`src/rtl/draw_sequencer.sv`:
```
// Blit sequencer: round-robin between two drawing clients, then walks x/y/romAddr one pixel per cycle.
// Latency: grant at t, first pixel at t+1, done at t+1+W*H; all outputs registered.
// Backpressure: none downstream; requests seen while busy are not queued and are served later by RR.
module draw_sequencer #(
  parameter int SCREEN_W = 160,
  parameter int SCREEN_H = 120,
  parameter int SPRITE_W = 40,
  parameter int SPRITE_H = 40,
  parameter int ADDR_W   = 15
) (
  input  logic              clk,
  input  logic              resetn,
  input  logic [1:0]        req,
  input  logic [1:0]        reqKind,
  input  logic [9:0]        reqSel,
  input  logic [15:0]       reqX,
  input  logic [13:0]       reqY,
  output logic [1:0]        grant,
  output logic [1:0]        done,
  output logic              busy,
  output logic [7:0]        x,
  output logic [6:0]        y,
  output logic [ADDR_W-1:0] romAddr,
  output logic [4:0]        memorySel,
  output logic              plot
);

  typedef enum logic [1:0] {IDLE, DRAW, FINISH} state_t;

  localparam logic [8:0] SCR_W9   = 9'(SCREEN_W);
  localparam logic [7:0] SCR_H8   = 8'(SCREEN_H);
  localparam logic [7:0] SCR_W_M1 = 8'(SCREEN_W - 1);
  localparam logic [6:0] SCR_H_M1 = 7'(SCREEN_H - 1);
  localparam logic [7:0] SPR_W_M1 = 8'(SPRITE_W - 1);
  localparam logic [6:0] SPR_H_M1 = 7'(SPRITE_H - 1);

  state_t            state, state_nxt;
  logic              last_gnt;   // client granted most recently; reset value favours client 0
  logic              kind_q;
  logic [7:0]        org_x;
  logic [6:0]        org_y;
  logic [7:0]        col;
  logic [6:0]        row;
  logic [ADDR_W-1:0] addr_cnt;

  logic              any_req, win, last_px;
  logic [7:0]        w_m1;
  logic [6:0]        h_m1;
  logic [8:0]        sum_x;
  logic [7:0]        sum_y;

  logic [1:0]        grant_nxt, done_nxt;
  logic              busy_nxt, plot_nxt;
  logic [7:0]        x_nxt;
  logic [6:0]        y_nxt;
  logic [ADDR_W-1:0] addr_nxt;

  always_comb begin
    any_req = |req;
    win     = (req == 2'b10) || ((req == 2'b11) && !last_gnt);
    w_m1    = kind_q ? SCR_W_M1 : SPR_W_M1;
    h_m1    = kind_q ? SCR_H_M1 : SPR_H_M1;
    last_px = (col == w_m1) && (row == h_m1);
    // one extra bit so origins near the edge clip instead of wrapping
    sum_x   = {1'b0, org_x} + {1'b0, col};
    sum_y   = {1'b0, org_y} + {1'b0, row};
  end

  always_ff @(posedge clk or negedge resetn) begin
    if (!resetn) state <= IDLE;
    else         state <= state_nxt;
  end

  always_comb begin
    state_nxt = state;
    case (state)
      IDLE:    if (any_req) state_nxt = DRAW;
      DRAW:    if (last_px) state_nxt = FINISH;
      FINISH:  state_nxt = IDLE;
      default: state_nxt = IDLE;
    endcase
  end

  always_comb begin
    grant_nxt = 2'b00;
    done_nxt  = 2'b00;
    busy_nxt  = 1'b0;
    plot_nxt  = 1'b0;
    x_nxt     = x;
    y_nxt     = y;
    addr_nxt  = romAddr;
    case (state)
      IDLE: begin
        if (any_req) grant_nxt = win ? 2'b10 : 2'b01;
      end
      DRAW: begin
        busy_nxt = 1'b1;
        plot_nxt = (sum_x < SCR_W9) && (sum_y < SCR_H8);
        x_nxt    = sum_x[7:0];
        y_nxt    = sum_y[6:0];
        addr_nxt = addr_cnt;
      end
      FINISH: begin
        busy_nxt = 1'b1;
        done_nxt = last_gnt ? 2'b10 : 2'b01;
      end
      default: ;
    endcase
  end

  always_ff @(posedge clk or negedge resetn) begin
    if (!resetn) begin
      grant   <= 2'b00;
      done    <= 2'b00;
      busy    <= 1'b0;
      plot    <= 1'b0;
      x       <= '0;
      y       <= '0;
      romAddr <= '0;
    end else begin
      grant   <= grant_nxt;
      done    <= done_nxt;
      busy    <= busy_nxt;
      plot    <= plot_nxt;
      x       <= x_nxt;
      y       <= y_nxt;
      romAddr <= addr_nxt;
    end
  end

  always_ff @(posedge clk or negedge resetn) begin
    if (!resetn) begin
      last_gnt  <= 1'b1;
      kind_q    <= 1'b0;
      memorySel <= '0;
      org_x     <= '0;
      org_y     <= '0;
      col       <= '0;
      row       <= '0;
      addr_cnt  <= '0;
    end else begin
      case (state)
        IDLE: begin
          if (any_req) begin
            last_gnt  <= win;
            kind_q    <= win ? reqKind[1] : reqKind[0];
            memorySel <= win ? reqSel[9:5] : reqSel[4:0];
            if (win ? reqKind[1] : reqKind[0]) begin
              org_x <= '0;
              org_y <= '0;
            end else begin
              org_x <= win ? reqX[15:8] : reqX[7:0];
              org_y <= win ? reqY[13:7] : reqY[6:0];
            end
            col      <= '0;
            row      <= '0;
            addr_cnt <= '0;
          end
        end
        DRAW: begin
          // counters are parked at zero after the last pixel so romAddr stays in range
          if (last_px) begin
            col      <= '0;
            row      <= '0;
            addr_cnt <= '0;
          end else begin
            addr_cnt <= addr_cnt + ADDR_W'(1);
            if (col == w_m1) begin
              col <= '0;
              row <= row + 7'd1;
            end else begin
              col <= col + 8'd1;
            end
          end
        end
        default: ;
      endcase
    end
  end

endmodule
```
`config.mk`:
```
export PLATFORM = sky130hd
export DESIGN_NAME = draw_sequencer
export DESIGN_NICKNAME = d
export VERILOG_FILES = /design/src/rtl/draw_sequencer.sv
export SDC_FILE = /design/constraint.sdc
export NUM_CORES = 1
export LEC_CHECK = 0
export CAP_MARGIN = 20
export CORE_MARGIN = 2
export CORE_UTILIZATION = 25
export CTS_CLUSTER_SIZE = 40
export DETAILED_ROUTE_END_ITERATION = 6
export GPL_ROUTABILITY_DRIVEN = 1
export MAX_ROUTING_LAYER = met4
export SLEW_MARGIN = 20
export SYNTH_ARGS = -nofsm -noshare
export SYNTH_HDL_FRONTEND = slang
export SYNTH_SLANG_ARGS = --single-unit
```
`constraint.sdc`:
```
create_clock -name clk -period 3 [get_ports clk]
set_input_delay 0.6 -clock clk [delete_from_list [all_inputs] [get_ports clk]]
set_output_delay 0.6 -clock clk [all_outputs]
set_load 0.005 [all_outputs]
```
## Word level (Yosys, flattened, before mapping)

Index checks and enable logic that the tools add are counted.

- Order comparisons: 2
- Multipliers: 0
- Mux-type cells: 29
- Bitwise operators: 0
- Divide/modulo/power cells: 0
- Equal/unequal tests: 9
- Shift-type cells: 0
- Add/subtract/negate cells: 5
- Reductions and logical operators: 13

Operators by type and width:

| cell | count |
|---|---|
| 2-to-1 mux 8 bit | 6 |
| 2-to-1 mux 7 bit | 6 |
| 2-to-1 mux 15 bit | 2 |
| one-hot mux 15 bit (2 select lines) | 1 |
| one-hot mux 8 bit (2 select lines) | 1 |
| adder 15 x 1 -> 15 bit (second input constant) | 1 |
| 2-to-1 mux 2 bit | 7 |
| one-hot mux 7 bit (2 select lines) | 1 |
| adder 8 x 8 -> 9 bit | 1 |
| less-than comparator 9 x 8 -> 1 bit (second input constant) | 1 |
| adder 7 x 7 -> 8 bit | 1 |
| adder 8 x 1 -> 8 bit (second input constant) | 1 |
| == test 8 bit | 1 |
| less-than comparator 8 x 7 -> 1 bit (second input constant) | 1 |
| adder 7 x 1 -> 7 bit (second input constant) | 1 |
| == test 7 bit | 1 |
| == test 2 bit (second input constant) | 3 |
| AND reduction 2 bit | 3 |
| 2-to-1 mux 5 bit | 1 |
| != test 2 bit (second input constant) | 2 |
| one-hot mux 2 bit (2 select lines) | 1 |
| OR reduction 2 bit | 2 |
| logical AND 1 bit | 3 |
| 2-to-1 mux 1 bit | 3 |
| 7 further kinds | 7 |

- Memories: 0
- Memory bits (writable): 0
- Output and inout bits: 41
- Register bits after elaboration: 90
- Word-level logic and storage cells: 74
- ROM bits: 0
- Input port bits: 46
- Bits in latches: 0

## Depth between registers and ports, before layout

Gate-level depths: netlist of the first run.

- Depth in word-level cells: 6
- Mapped depth: 9
- Mapped depth without buffers: 9

## Worst setup path after synthesis of the first run

OpenSTA, ideal clock, no wires.

- Kind: reg2reg
- Start: reg col[4]
- End: reg row[5]
- Period minus slack after synthesis: 2.152 ns
- Required time: 2.931 ns
- Arrival: 2.083 ns
- Setup time: 0.069 ns
- Cell stages (with the launch flop): 7
- Setup slack: 0.848 ns
- Path buffers: 0
- Path through: dfrtp_1 > or4b_1 > o22a_2 > o31ai_4 > nand2_2 > or4_1 > nand3_1

- Longest elaborated chain between the ends: 4
- Elaborated cells on any way between the ends: 6
- Classes of those cells: 2 x eq/ne; 2 x mux; 2 x reduce/logical

Ends and longest elaborated chain:

| what | RTL line | text |
|---|---|---|
| start, declared | 42 | `logic [7:0] col;` |
| start signal, assigned | 172 | `col <= col + 8'd1;` |
| == test 8 bit (*) | 63, 168 |  |
| logical AND 1 bit | 63 | `last_px = (col == w_m1) && (row == h_m1);` |
| != test 3 bit (no source line) / 2-to-1 mux 7 bit (equally long branches) | - |  |
| AND reduction 3 bit (no source line) / one-hot mux 7 bit (2 select lines) (equally long branches) | - |  |
| end signal, assigned | 170 | `row <= row + 7'd1;` |
| end, declared | 43 | `logic [6:0] row;` |

Every way passes the cells marked *; elsewhere a longest branch is shown, timed or not.
A chain may end at the register's enable or synchronous reset.

## Worst setup path in the final report of the first run

- Start: reg col[4]
- End: reg addr_cnt[7]

- Longest elaborated chain between the ends: 4

Ends and longest elaborated chain:

| what | RTL line | text |
|---|---|---|
| == test 8 bit | 63 |  |
| logical AND 1 bit | 63 |  |
| 2-to-1 mux 15 bit | 162 | `if (last_px) begin` |
| one-hot mux 15 bit (2 select lines) | 142 | `case (state)` |
| end signal, assigned | 167 | `addr_cnt <= addr_cnt + ADDR_W'(1);` |
| end, declared | 44 | `logic [ADDR_W-1:0] addr_cnt;` |

No other way between the ends.

==> results.py, run 1 <==
metrics = {
    "detailed_routing": {
        "wirelength_um": 10800,
        "drt_iter0_markers": 203,
        "avgViaCountPerCell": 4.64,
        "drc": 0,
        "antenna_left": 0,
        "dr.pass1.iters": 4,
        "vias": 3504,
        "wire_per_inst_um": 14.3,
    },
    "timing": {
        "layout_min_cycle_time_ns": 2.60,
        "fmax_mhz": 384,
        "hold_viol": 0,
        "fin_skew_ns": 0.00779,
        "fin_crit_sh": 0.867,
        "setup_tns_ns": 0,
        "worst_slew_pin_slew_ns": 0.862,
        "hold_ws_ns": 0.273,
        "slew_viol_final": 0,
        "rsz0062_at_grt": "false",
        "relSlewSlack": 0.420,
        "finalSetupViolCount": 0,
    },
    "floorplanning": {
        "die_x_um": 139,
        "die_y_um": 139,
        "dieArea_um2": 19300,
        "start_util": 0.254,
        "coreArea_um2": 17900,
        "num_rows": 49,
        "io_pins": 87,
    },
    "final_layout": {
        "syn2layout_area_growth_pct": 31.7,
        "layout.cells.non_filler": 755,
        "drive_gt1_frac": 0.118,
        "final_cell_mix": "89 x dfrtp_1, 85 x clkdlybuf4s50_1, 40 x nand2_1",
        "fin_nets": 590,
        "layout_commonest_cell": "dfrtp_1",
        "diodes": 0,
        "post-route-cell-area_um2": 5990,
        "fill_cells": 1829,
    },
    "clocking": {
        "hold_buffers": 0,
        "cts.sink_count": 90,
        "postCtsSetupBuffers": 0,
        "cts_root_buf": "clkbuf_16",
        "clkTransAtPathRegs_ns": 0.07,
        "ctsHtreeMaxLevel": 3,
        "post_cts_resized": 0,
        "numCtsBuffers": 9,
        "cts_buffer_depth": 2,
        "clock_insertion_delay_worst_skew_ns": 0.35,
        "cts_tree": "yes",
    },
    "worst_setup_path": {
        "crit_top_cell": "nor2_1",
        "rr_worst_depth": 6,
        "reg2reg_to": "addr_cnt[7]",
        "crit_path_end_kind": "register",
        "crit_arrival_ns": 2.80,
        "cp.depth": 6,
        "critPathKind": "register to register",
        "slowest_stage": "nor2_1",
        "crit_family": "simple AND/OR/NAND/NOR gates",
        "path_cells": "or4b_1, o22a_2, o31ai_4, nand2_2, nor2_1, nor2_1",
        "crit_buf_inv": 0,
        "start_kind": "register",
        "r2r_setup_slack_ns": 0.40,
        "worstPathMaxFanout": 12,
        "required_ns": 3.19,
        "r2r_start": "col[4]",
        "cpPeakStageDelay_ns": 0.65,
    },
    "job": {
        "max_cap_viol_count": 0,
    },
    "placed_design": {
        "dp_hpwl_um": 8090,
        "dpl_cell_area_um2": 5710,
        "gp_congestion": 0.823,
        "port_buffers": 86,
        "dp.cells": 739,
    },
    "grt": {
        "antenna_found_initial": 0,
        "grt.overflow.total": 0,
        "grt_pass1_vias": 3596,
        "grt_util_all_layers": 0.120,
        "grt_max_degree": 50,
        "grt_pass1_wl_um": 18000,
    },
    "logic_synthesis": {
        "synthArstFlopShare": 1.00,
        "postSynthAreaPerCell_um2": 10.5,
        "synthesis.nets": 500,
        "synthesis.area_um2": 4550,
        "synthesis.instances": 431,
        "synth-edff-count": 0,
        "yosysWarnings": 0,
        "ys.flop_type": "dfrtp_1",
        "synth_seq_cells": 90,
        "ys_seq_area_frac": 0.496,
        "synth_cell_type_count": 54,
    },
    "power_and_ir_drop": {
        "p_clk_frac": 0.221,
        "seqPwrFrac": 0.374,
        "leakagePower_nw": 2.65,
        "p_sw_frac": 0.355,
        "p_switching_w": 0.00169,
        "power.total_w": 0.00476,
        "p_int_w": 0.00307,
        "comb_power_share": 0.405,
        "p_per_area_nw_per_um2": 796,
        "peakVddDrop_mv": 0.457,
    },
    "run_status": {
        "outcome": "completed",
    },
    "worst_hold_path": {
        "hold_path.class": "input port to asynchronous set/reset pin",
    },
}
cell usage after synthesis (3+ instances only):
library cell  number  area, um^2
nand3_1           22         110
or3_1              3        18.8
inv_1             21        78.8
mux2i_1           16         160
o31ai_1            6        45.0
buf_1              5        18.8
nor3_1             5        25.0
ha_1              21         263
a21oi_1            8        40.0
xnor2_1           11        96.3
nor2b_1            9        56.3
xor2_1            12         105
and2_1             4        25.0
nor2_1            29         109
dfrtp_1           89        2230
or2_2              3        18.8
nand4_1            3        18.8
o21ai_0           39         195
clkbuf_1           8        30.0
a222oi_1           5        50.1
a21boi_0           3        22.5
mux2_2            26         293
nand2_1           40         150
and3_1             7        43.8
routing by layer:
| metal | up-vias | track usage | wire length (um) |
|---|---|---|---|
| li1 | 1694 | - | - |
| met1 | 1700 | 0.155 | 5110 |
| met2 | 90 | 0.184 | 5060 |
| met3 | 20 | 0.0245 | 403 |
| met4 | 0 | 0.0516 | 227 |
| met5 | - | - | 0 |
stage by stage:
step / utilization / worst slack (ns)
floorplan: - / 0.848
global placement: 0.319 / 0.362
detailed placement: 0.319 / 0.279
CTS: 0.334 / 0.406
global route: 0.334 / 0.185
finish: 0.334 / 0.398
area by class of cell:
| class | count | area [um^2] | share of cell area |
|---|---|---|---|
| inverter | 21 | 78.8 | 0.0132 |
| timing repair buffer | 94 | 931 | 0.156 |
| clock buffer | 12 | 246 | 0.0412 |
| tap | 229 | 287 | 0.0479 |
| multi-input combinational | 305 | 2160 | 0.361 |
| clock inverter | 4 | 27.5 | 0.00460 |
| sequential | 90 | 2250 | 0.376 |
power by group through the flow:
stage          logic [W]  registers, W  clock network, W
6_report         0.00193       0.00178           0.00105
5_1_grt          0.00214       0.00183           0.00114
4_1_cts          0.00195       0.00179           0.00109
2_1_floorplan    0.00117       0.00175                 0
3_5_place_dp     0.00194       0.00181                 0
3_3_place_gp     0.00190       0.00180                 0
flip-flops by register name (all words and copies together), names as in the netlist, 2 cells and up:
signal     count
grant          2
org_x          8
addr_cnt      15
memorySel      5
col            8
org_y          7
x              8
state          2
done           2
y              7
romAddr       15
row            7
cell families after synthesis:
logic type,after synthesis,share of synthesized area
flops,90,0.496
mux,42,0.0996
compound gates,82,0.120
fa+ha+maj,23,0.0666
buf+inv,36,0.0303
simple gates,135,0.143
xor+xnor,23,0.0443
worst max path at each step:
stage	start	endpoint	slack, ns
2_1_floorplan	col[4]	row[5]	0.85
3_3_place_gp	req[0]	addr_cnt[4]	0.36
3_5_place_dp	req[0]	addr_cnt[14]	0.28
4_1_cts	col[4]	addr_cnt[14]	0.41
5_1_grt	col[4]	addr_cnt[14]	0.19
6_report	col[4]	addr_cnt[7]	0.40
Note: power is estimated with default switching activity, not from simulation.
==> run 2: changes to the inputs <==
--- a/config.mk
+++ b/config.mk
@@ -5,13 +5,14 @@
 export SDC_FILE = /design/constraint.sdc
 export NUM_CORES = 1
 export LEC_CHECK = 0
+export ABC_CLOCK_PERIOD_IN_PS = 3000
 export CAP_MARGIN = 20
 export CORE_MARGIN = 2
 export CORE_UTILIZATION = 25
-export CTS_CLUSTER_SIZE = 40
 export DETAILED_ROUTE_END_ITERATION = 6
 export GPL_ROUTABILITY_DRIVEN = 1
 export MAX_ROUTING_LAYER = met4
+export REMOVE_ABC_BUFFERS = 1
 export SLEW_MARGIN = 20
 export SYNTH_ARGS = -nofsm -noshare
 export SYNTH_HDL_FRONTEND = slang
==> results.py, run 2 (same netlist as run 1, synthesis figures left out) <==
metrics = {
    "detailed_routing": {
        "avgViaCountPerCell": 4.64,
        "drc": 0,
        "vias": 3508,
        "routed-wl-met2_um": 5410,
        "antenna_left": 0,
        "wirelength_um": 11200,
        "wire_per_inst_um": 14.8,
        "dr.pass1.iters": 5,
        "drt_iter0_markers": 140,
        "wl_met1_um": 5120,
        "wl_met3_um": 449,
        "highest_layer": "met4",
    },
    "placed_design": {
        "port_buffers": 86,
        "gp_congestion": 0.868,
        "dp_hpwl_um": 8240,
        "dp.cells": 740,
    },
    "power_and_ir_drop": {
        "p_clk_frac": 0.260,
        "p_sw_frac": 0.342,
        "p_per_area_nw_per_um2": 830,
        "comb_power_share": 0.384,
        "p_switching_w": 0.00172,
        "leakagePower_nw": 2.69,
        "p_int_w": 0.00330,
        "peakVddDrop_mv": 0.374,
        "seqPwrFrac": 0.356,
    },
    "clocking": {
        "post_cts_resized": 0,
        "hold_buffers": 0,
        "cts_root_buf": "clkbuf_16",
        "clock_insertion_delay_worst_skew_ns": 0.36,
        "numCtsBuffers": 9,
        "ctsHtreeMaxLevel": 3,
        "clkTransAtPathRegs_ns": 0.07,
        "cts.sink_count": 90,
        "cts_buffer_depth": 2,
        "cts_tree": "yes",
        "postCtsSetupBuffers": 0,
    },
    "final_layout": {
        "fin_nets": 591,
        "layout.cells.non_filler": 756,
        "layout_commonest_cell": "dfrtp_1",
        "diodes": 0,
        "multi_input_area_um2": 2160,
        "fill_cells": 1801,
        "final_cell_mix": "89 x dfrtp_1, 85 x clkdlybuf4s50_1, 40 x nand2_1",
        "drive_gt1_frac": 0.121,
        "regArea_um2": 2250,
        "top_regs": "addr_cnt: 15 flops, romAddr: 15 flops",
        "syn2layout_area_growth_pct": 33.1,
    },
    "worst_setup_path": {
        "required_ns": 3.20,
        "path_cells": "or4b_1, o22a_2, o31ai_4, nand2_2, nor2_1, nor2_1",
        "rr_worst_depth": 6,
        "cpPeakStageDelay_ns": 0.61,
        "crit_path_end_kind": "register",
        "cp-startpoint": "col[3]",
        "crit_arrival_ns": 2.77,
        "crit_top_cell": "nor2_1",
        "critPathKind": "register to register",
        "crit_family": "simple AND/OR/NAND/NOR gates",
        "slowest_stage": "nor2_1",
        "worstPathMaxFanout": 12,
        "r2r_setup_slack_ns": 0.43,
        "start_kind": "register",
        "reg2reg_to": "addr_cnt[4]",
        "cp.depth": 6,
        "crit_buf_inv": 0,
        "cp-endpoint": "addr_cnt[4]",
        "r2r_start": "col[3]",
    },
    "floorplanning": {
        "io_pins": 87,
        "num_rows": 49,
        "die_y_um": 139,
        "coreArea_um2": 17900,
        "dieArea_um2": 19300,
        "die_x_um": 139,
        "start_util": 0.254,
    },
    "timing": {
        "relSlewSlack": 0.369,
        "fmax_mhz": 390,
        "slew_viol_final": 0,
        "finalSetupViolCount": 0,
        "hold_ws_ns": 0.387,
        "rsz0062_at_grt": "false",
        "fin_skew_ns": 0.0116,
        "fin_crit_sh": 0.855,
        "worst_slew_pin_slew_ns": 0.947,
        "hold_viol": 0,
        "layout_min_cycle_time_ns": 2.57,
    },
    "grt": {
        "grt_pass1_vias": 3568,
        "grt_util_all_layers": 0.124,
        "grt_max_degree": 76,
        "grt_pass1_wl_um": 18700,
        "antenna_found_initial": 0,
        "grt.overflow.total": 0,
    },
    "job": {
        "max_cap_viol_count": 0,
    },
    "run_status": {
        "outcome": "completed",
    },
    "worst_hold_path": {
        "hold_path.class": "input port to asynchronous set/reset pin",
    },
}
==> run 2: cell count changes in the layout (fill, tap and decap cells not counted), sizes merged <==
cell / delta
bufinv: +3
clkinvlp: -3
clkbuf: -2
clkinv: +1
inv: +1
buf: +1
==> run 2: cell type report <==
| cell class | count | share of cell area |
|---|---|---|
| clock buffer | 10 | 0.0379 |
| multi-input combinational | 305 | 0.357 |
| timing repair buffer | 95 | 0.153 |
| tap | 229 | 0.0474 |
| inverter | 21 | 0.0130 |
| sequential | 90 | 0.373 |
| clock inverter | 6 | 0.0186 |
==> run 2: routing by layer <==
metal | global-route usage | vias to the layer above
li1 | - | 1705
met5 | - | -
met4 | 0.0484 | 0
met3 | 0.0283 | 13
met2 | 0.198 | 95
met1 | 0.154 | 1695
==> run 2: how the worst min path moves through the flow <==
stage	startpoint	cells after the start	endpoint
after floorplan	resetn	0	addr_cnt[0]
after global placement	org_x[0]	2	org_x[0]
after detailed placement	org_x[6]	2	org_x[6]
after CTS	resetn	1	y[3]
after global routing	resetn	1	org_y[3]
final	resetn	1	y[3]
==> run 2: stage by stage <==
stage | total power [W] | area, um^2 | setup TNS [ns] | utilization | setup slack, ns
after floorplan | 0.00288 | 4490 | -4.13 | - | -0.308
after global placement | 0.00370 | 5710 | 0 | 0.319 | 0.488
after detailed placement | 0.00376 | 5710 | 0 | 0.319 | 0.416
after CTS | 0.00508 | 6050 | 0 | 0.338 | 0.449
after global routing | 0.00537 | 6050 | 0 | 0.338 | 0.263
final | 0.00502 | 6050 | 0 | 0.338 | 0.434
==> run 2: power by group through the flow <==
stage	registers [W]	logic, W	clock network [W]
floorplan	0.00175	0.00112	0
CTS	0.00179	0.00196	0.00133
finish	0.00179	0.00193	0.00130
global route	0.00184	0.00214	0.00139
detailed placement	0.00181	0.00194	0
global placement	0.00180	0.00190	0
==> run 3: changes to the inputs <==
--- a/config.mk
+++ b/config.mk
@@ -8,10 +8,12 @@
 export ABC_CLOCK_PERIOD_IN_PS = 3000
 export CAP_MARGIN = 20
 export CORE_MARGIN = 2
-export CORE_UTILIZATION = 25
+export CORE_UTILIZATION = 52
 export DETAILED_ROUTE_END_ITERATION = 6
 export GPL_ROUTABILITY_DRIVEN = 1
 export MAX_ROUTING_LAYER = met4
+export PLACE_DENSITY = 0.8
+export RECOVER_POWER = 100
 export REMOVE_ABC_BUFFERS = 1
 export SLEW_MARGIN = 20
 export SYNTH_ARGS = -nofsm -noshare
==> results.py, run 3 (same netlist as run 1, synthesis figures left out) <==
metrics = {
    "worst_setup_path": {
        "reg2reg_to": "addr_cnt[5]",
        "crit_arrival_ns": 2.84,
        "start_kind": "register",
        "r2r_setup_slack_ns": 0.38,
        "cp-startpoint": "col[4]",
        "crit_path_end_kind": "register",
        "r2r_start": "col[4]",
        "rr_worst_depth": 6,
        "worstPathMaxFanout": 12,
        "critPathKind": "register to register",
        "required_ns": 3.22,
    },
    "timing": {
        "fin_crit_sh": 0.875,
        "hold_viol": 0,
        "finalSetupViolCount": 0,
        "fin_skew_ns": 0.00596,
        "worst_slew_pin_slew_ns": 1.10,
        "fmax_mhz": 381,
        "relSlewSlack": 0.264,
        "slew_viol_final": 0,
        "hold_ws_ns": 0.433,
        "rsz0062_at_grt": "false",
        "layout_min_cycle_time_ns": 2.62,
    },
    "clocking": {
        "post_cts_resized": 0,
        "ctsHtreeMaxLevel": 3,
        "cts_root_buf": "clkbuf_8",
        "cts.sink_count": 90,
        "clkTransAtPathRegs_ns": 0.09,
        "hold_buffers": 0,
        "cts_tree": "yes",
        "clock_insertion_delay_worst_skew_ns": 0.36,
        "cts_buffer_depth": 2,
        "numCtsBuffers": 9,
        "postCtsSetupBuffers": 0,
    },
    "power_and_ir_drop": {
        "p_switching_w": 0.00162,
        "comb_power_share": 0.406,
        "p_per_area_nw_per_um2": 786,
        "leakagePower_nw": 2.71,
        "peakVddDrop_mv": 0.511,
        "seqPwrFrac": 0.393,
        "p_clk_frac": 0.201,
        "p_sw_frac": 0.359,
        "p_int_w": 0.00289,
    },
    "detailed_routing": {
        "drt_iter0_markers": 234,
        "drc": 0,
        "avgViaCountPerCell": 5.53,
        "wirelength_um": 9900,
        "wire_per_inst_um": 15.6,
        "dr.pass1.iters": 4,
        "antenna_left": 0,
        "vias": 3501,
    },
    "floorplanning": {
        "num_rows": 34,
        "io_pins": 87,
        "dieArea_um2": 9510,
        "die_y_um": 97.5,
        "coreArea_um2": 8590,
        "die_x_um": 97.5,
        "start_util": 0.529,
    },
    "final_layout": {
        "final_cell_mix": "89 x dfrtp_1, 43 x clkdlybuf4s50_1, 42 x dlygate4sd3_1",
        "syn2layout_area_growth_pct": 26.3,
        "regArea_um2": 2250,
        "fill_cells": 705,
        "top_regs": "addr_cnt: 15 flops, romAddr: 15 flops",
        "fin_nets": 589,
        "post-route-cell-area_um2": 5740,
        "layout_commonest_cell": "dfrtp_1",
        "diodes": 0,
        "multi_input_area_um2": 2160,
        "drive_gt1_frac": 0.110,
    },
    "placed_design": {
        "dpl_cell_area_um2": 5550,
        "gp_congestion": 0.856,
        "port_buffers": 86,
        "dp_hpwl_um": 7370,
    },
    "job": {
        "max_cap_viol_count": 0,
    },
    "grt": {
        "grt_max_degree": 47,
        "grt_pass1_vias": 3625,
        "grt.overflow.total": 0,
        "antenna_found_initial": 0,
        "grt_pass1_wl_um": 17400,
        "grt_util_all_layers": 0.233,
    },
    "worst_hold_path": {
        "hold_path.class": "input port to asynchronous set/reset pin",
    },
    "run_status": {
        "outcome": "completed",
    },
}
==> run 3: changes by cell type in the layout (fill, tap and decap cells not counted), sizes merged, moves of 5 or more <==
cell | previous run | this run
buf | 10 | 4
clkbuf | 10 | 15
clkdlybuf4s50 | 85 | 43
dlygate4sd3 | 0 | 42
==> run 3: layout make-up <==
class	count	share of cell area
clock inverter	5	0.0135
clock buffer	11	0.0246
sequential	90	0.393
tap	108	0.0235
inverter	21	0.0137
multi-input combinational	305	0.376
timing repair buffer	93	0.156
==> run 3: stage by stage <==
stage	instances	setup TNS (ns)	worst slack, ns	utilization	power [W]
detailed placement	617	0	0.207	0.646	0.00373
finish	633	0	0.376	0.668	0.00451
CTS	633	0	0.413	0.672	0.00465
global placement	617	0	0.333	0.646	0.00363
global route	633	0	0.216	0.668	0.00485
floorplan	416	-4.13	-0.308	-	0.00288
==> run 3: critical path, stage by stage (launching register included) <==
cell,delay (ns)
dfrtp_1,0.44
or4b_1,0.55
o22a_2,0.26
o31ai_4,0.28
nand2_1,0.20
nor2_1,0.62
nor2_1,0.12
==> run 3: per-layer routing <==
layer / share of wire / track usage / vias up
li1: - / - / 1699
met1: 0.43 / 0.284 / 1695
met2: 0.50 / 0.392 / 93
met3: 0.046 / 0.0489 / 14
met4: 0.015 / 0.0694 / 0
met5: 0 / - / -
==> run 3: worst max path at each step <==
stage / endpoint / slack (ns) / cells past startpoint
2_1_floorplan: memorySel[0] / -0.31 / 4
4_1_cts: addr_cnt[5] / 0.41 / 6
3_3_place_gp: addr_cnt[9] / 0.33 / 6
6_report: addr_cnt[5] / 0.38 / 6
5_1_grt: addr_cnt[10] / 0.22 / 6
3_5_place_dp: addr_cnt[4] / 0.21 / 6
==> run 3: power groups by stage <==
stage	logic (W)	registers, W	clock network [W]
6_report	0.00183	0.00177	0.000909
5_1_grt	0.00205	0.00182	0.000976
4_1_cts	0.00193	0.00178	0.000932
3_5_place_dp	0.00192	0.00180	0
3_3_place_gp	0.00184	0.00179	0
2_1_floorplan	0.00112	0.00175	0
==> RTL change 1: new RTL, flow settings as in run 1 <==
Make the reset (`resetn`) synchronous in 3 clocked blocks.
--- a/src/rtl/draw_sequencer.sv
+++ b/src/rtl/draw_sequencer.sv
@@ -66,7 +66,7 @@
     sum_y   = {1'b0, org_y} + {1'b0, row};
   end
 
-  always_ff @(posedge clk or negedge resetn) begin
+  always_ff @(posedge clk) begin
     if (!resetn) state <= IDLE;
     else         state <= state_nxt;
   end
@@ -108,7 +108,7 @@
     endcase
   end
 
-  always_ff @(posedge clk or negedge resetn) begin
+  always_ff @(posedge clk) begin
     if (!resetn) begin
       grant   <= 2'b00;
       done    <= 2'b00;
@@ -128,7 +128,7 @@
     end
   end
 
-  always_ff @(posedge clk or negedge resetn) begin
+  always_ff @(posedge clk) begin
     if (!resetn) begin
       last_gnt  <= 1'b1;
       kind_q    <= 1'b0;
Behaviour: differs if resetn is asserted again (counterexample within 4 cycles, from zero or initial values and one cycle with resetn low); with resetn held inactive, the same outputs for 10 cycles.
==> RTL change 1 against run 1 <==
- synthesized area barely moved
- sequential power is 20% lower
- power down 24%
- setup slack improved by 290 ps
- first-iteration DRC count fell by 21%
- cell area down 0.61%
- routed wire length increased by 0.29%
- sequential cell count is the same
- worst hold slack gained 210 ps
- via count grew 3.3%
- synthesized cell count increased by 16%
- global-route usage rose by 0.31 points
- critical path type unchanged
- critical endpoint is now plot
- largest cell class is now multi-input combinational cells
- highest routed layer unchanged
==> RTL change 1: results (changes against run 1) <==
Parameter                              Value

Outcome
  Status    complete, no violations (unchanged)

Synthesis
  Dominant cells by area after synthesis    dfxtp_1, mux2i_1, ha_1 (was dfrtp_1, mux2_2, ha_1)
  Library cells used by synthesis    51 (was 54)
  Commonest cells in the netlist    dfxtp_1, nand2_1, mux2i_1, nor2_1, nor2b_1 (was dfrtp_1, nand2_1, o21ai_0)
  Post-Syn Nets    571 (was 500)
  Count of mapped cells out of synthesis    502 (was 431)
  Portion of the post-synthesis area used by sequential elements    0.396 (was 0.496)
  FFs w/ async S/R, synth    0 (was 1.00)
  Top cell type by total area after synthesis    dfxtp_1 (was dfrtp_1)

GRT
  Vias in the first global route    3637 (was 3596)
  Met1 global-route usage    0.148 (was 0.155)
  Pin count of the biggest net entering global routing    71 (was 50)
  GRT Overall Usage    0.123 (was 0.120)
  Met3 Usage GRT    0.0294 (was 0.0245)
  Met2 routing resource usage after global routing    0.203 (was 0.184)
  Global-route wire length before repair    18.6 mm (was 18.0 mm)

Layout
  Fillers    1878 (was 1829)
  Ratio of cells with drive above 1 in the final layout    0.0624 (was 0.118)
  Number of diodes    0 (unchanged)
  Number of nets in the final layout    657 (was 590)
  Cell Count, Final, Fillers Out    822 (was 755)

Setup path
  Slowest cell delay on critical path    490 ps (was 650 ps)
  Critical-path cell with the highest stage delay    or3b_2 (was nor2_1)
  Data arrival time of the critical path    2580 ps (was 2800 ps)
  Maximum fanout encountered on the critical timing path    4 (was 12)

Detailed routing
  Initial DRC count    160 (was 203)
  Post-detailed-routing wire length    10.8 mm (about the same)
  Vias per cell    4.40 (was 4.64)
  First-pass DRT Iterations    4 (unchanged)

CTS
  Number of buffers between clock root and the deepest sink    2 (unchanged)
  Number of levels the H-tree was split into    3 (unchanged)
  Number of gates resized after CTS    0 (unchanged)
  Number of setup buffers added after CTS    0 (unchanged)
  Buffer type at the clock tree root    clkbuf_16 (unchanged)

Placed design
  Detailed Place HPWL    7.96 mm (was 8.09 mm)
  Placed Instance Area    5680 um2 (was 5710 um2)
  Final weighted congestion of routability-driven global placement    0.759 (was 0.823)
  Cell count after placement    806 (was 739)

Power
  Max VDD drop    0.000255 V (was 0.000457 V)
  Leakage power figure    2.28 nW (was 2.65 nW)

STA
  Relative slew slack    0.555 (was 0.420)
  Clock skew    9.56 ps (was 7.79 ps)

Hold path
  HP Class    flip-flop to flip-flop (was primary input to asynchronous set/reset pin)
==> RTL change 1: worst paths after layout <==
check,cells after the start,to,from,slack (ps)
worst max-delay path,7,plot,col[1],680
worst min-delay path,2,y[6],y[6],480
worst max register to register,7,plot,col[1],680
worst min register to register,2,y[6],y[6],480
==> RTL change 1: metal layers <==
metal	vias up	part of all wire
met1	1654	0.47
li1	1913	-
met2	42	0.48
met3	11	0.031
met4	0	0.014
met5	-	0
==> RTL change 1: cell families after synthesis <==
kind of cell             count (synthesis)  share of synthesized area
AO/OA/AOI/OAI                           80                      0.121
flip-flops                              90                      0.396
AND/OR/NAND/NOR                        196                      0.216
XOR/XNOR                                30                     0.0578
buffers and inverters                   35                     0.0358
multiplexers                            48                      0.106
adder cells (fa/ha/maj)                 23                     0.0666
==> RTL change 1: where the power goes <==
part | total, mW | internal (mW) | switching [mW]
Clock | 1.06 | 0.585 | 0.476
Combinational | 1.14 | 0.541 | 0.599
Sequential | 1.42 | 1.33 | 0.0977
==> RTL change 1: through the flow <==
step / total power [mW] / hold slack, ps / setup slack, ps
final: 3.62 / 484 / 685
after global routing: 3.88 / 518 / 470
after CTS: 3.68 / 490 / 655
after detailed placement: 2.60 / 470 / 414
after global placement: 2.60 / 467 / 439
after floorplan: 2.19 / 422 / 922
==> RTL change 1: cell type report <==
cell class,count,area [um2],area share
Multi-Input combinational cell,377,2600,0.436
Sequential cell,90,1800,0.303
Timing Repair Buffer,98,946,0.159
Tap cell,229,287,0.0482
Clock buffer,12,246,0.0414
Inverter,12,45.0,0.00757
Clock inverter,4,27.5,0.00463
==> RTL change 1: worst max-delay path: cells and delay by family (launching register included) <==
| kind | cells | cell delay (ps) |
|---|---|---|
| AND/OR/NAND/NOR | 2 | 600 |
| flip-flops | 1 | 370 |
| AO/OA/AOI/OAI | 4 | 990 |
| adder cells (fa/ha/maj) | 1 | 260 |
==> RTL change 2: new RTL, config.mk and constraints of run 1 <==
Without the edit above. `ADDR_W`: 15 -> 16.
--- a/src/rtl/draw_sequencer.sv
+++ b/src/rtl/draw_sequencer.sv
@@ -6,7 +6,7 @@
   parameter int SCREEN_H = 120,
   parameter int SPRITE_W = 40,
   parameter int SPRITE_H = 40,
-  parameter int ADDR_W   = 15
+  parameter int ADDR_W   = 16
 ) (
   input  logic              clk,
   input  logic              resetn,
Interface: changed (resized romAddr); port bits go from 87 to 88. No check against the original RTL was run, so the function may have changed too.
==> RTL change 2 against run 1 <==
- via count grew 3.7%
- largest power group unchanged
- first-iteration DRC count increased by 33%
- largest cell class unchanged
- setup slack worse by 56 ps
- sequential cell count rose by 2
- count of clock-buffer cells in the layout up 1
- routed wire length grew 8.8%
- cell area rose by 2.7%
- power is 3.2% higher
- synthesized area grew 2.8%
==> RTL change 2: results (changes against run 1) <==
Parameter                              Value

Outcome
  Status    complete, no violations (unchanged)

Setup path
  Worst R2R End    addr_cnt[2] (was addr_cnt[7])
  Critical-path cell with the highest stage delay    nor2b_1 (was nor2_1)
  Slowest cell delay on critical path    790 ps (was 650 ps)
  Maximum fanout encountered on the critical timing path    15 (was 12)
  Data arrival time of the critical path    2840 ps (was 2800 ps)
  Number of cells traversed by the worst register-to-register path    5 (was 6)
  R2r startpoint    col[3] (was col[4])
  Setup slack of the worst register-to-register path    340 ps (was 400 ps)
  Kind of cell with the highest combined delay on the critical path    simple AND/OR/NAND/NOR gates (unchanged)

Synthesis
  Compound-gate portion of the synthesized area    0.127 (was 0.120)
  Portion of the post-synthesis area used by sequential elements    0.493 (was 0.496)
  Syn avg cell area    10.6 um2 (was 10.5 um2)
  Library cells used by synthesis    53 (was 54)
  Commonest cells in the netlist    dfrtp_1, nand2_1, o21ai_0 (unchanged)
  Post-Syn Nets    511 (was 500)
  Dominant cells by area after synthesis    dfrtp_1, mux2_2, ha_1 (unchanged)
  Share of synthesized cell area in full adder, half adder and majority cells    0.0648 (was 0.0666)
  Share of the synthesized netlist area taken by xor and xnor gates    0.0431 (was 0.0443)
  Fraction of synthesized area in multiplexers    0.106 (was 0.0996)

Detailed routing
  Initial DRC count    270 (was 203)
  Post-detailed-routing wire length    11.8 mm (was 10.8 mm)

STA
  Hold Worst Slack    205 ps (was 273 ps)
  Clock skew    6.45 ps (was 7.79 ps)
  Relative slew slack    0.322 (was 0.420)

Power
  Max VDD drop    0.000299 V (was 0.000457 V)
  Power density cells    800 nW/um2 (was 796 nW/um2)
  Leakage power figure    2.76 nW (was 2.65 nW)

Placed design
  Placed Instance Area    5880 um2 (was 5710 um2)
  Cell count after placement    760 (was 739)
  Detailed Place HPWL    9.01 mm (was 8.09 mm)
  PortBufs    87 (was 86)
  Post-place setup slack    164 ps (was 279 ps)
  Final weighted congestion of routability-driven global placement    0.829 (was 0.823)

GRT
  Met2 routing resource usage after global routing    0.217 (was 0.184)
  Met3 Usage GRT    0.0306 (was 0.0245)
  GRT Overall Usage    0.129 (was 0.120)
  Vias in the first global route    3866 (was 3596)
  Pin count of the biggest net entering global routing    59 (was 50)
  Global-route wire length before repair    19.7 mm (was 18.0 mm)

Layout
  Ratio of cells with drive above 1 in the final layout    0.120 (was 0.118)
  Largest registers in the final layout    addr_cnt (16), romAddr (16) (was addr_cnt (15), romAddr (15))
  Fillers    1842 (was 1829)
  Cell Count, Final, Fillers Out    775 (was 755)
  Number of nets in the final layout    606 (was 590)
## RTL change 2: worst max path at each step
stage | startpoint | endpoint | slack, ps | cells past startpoint
3_3_place_gp | req[0] | addr_cnt[5] | 310 | 6
6_report | col[3] | addr_cnt[2] | 340 | 5
5_1_grt | col[3] | addr_cnt[13] | 90 | 5
3_5_place_dp | req[0] | addr_cnt[2] | 160 | 6
2_1_floorplan | col[3] | addr_cnt[10] | 880 | 6
4_1_cts | col[3] | addr_cnt[2] | 300 | 5
## RTL change 2: area by class of cell
cell class              instances  area share
flip-flops and latches         92       0.375
multi-input cells             313       0.362
clock buffers                  13      0.0423
repair buffers                 99       0.158
well taps                     234      0.0476
inverters                      22      0.0134
clock inverters                 2     0.00163
## RTL change 2: layer usage
| layer | vias up | share of wire |
|---|---|---|
| met1 | 1802 | 0.44 |
| met4 | 0 | 0.025 |
| met3 | 21 | 0.032 |
| met5 | - | 0 |
| met2 | 64 | 0.51 |
| li1 | 1746 | - |
## RTL change 2: report_power, final
group	total (mW)	internal, mW	switching [mW]
clock	1.05	0.600	0.450
sequential	1.80	1.57	0.233
combinational	2.06	1.01	1.05
total	4.92	3.18	1.74
## RTL change 2: cell families after synthesis
kind of cell / count (synthesis)
flops: 92
xor+xnor: 23
fa+ha+maj: 23
mux: 46
simple gates: 133
buf+inv: 37
compound gates: 88
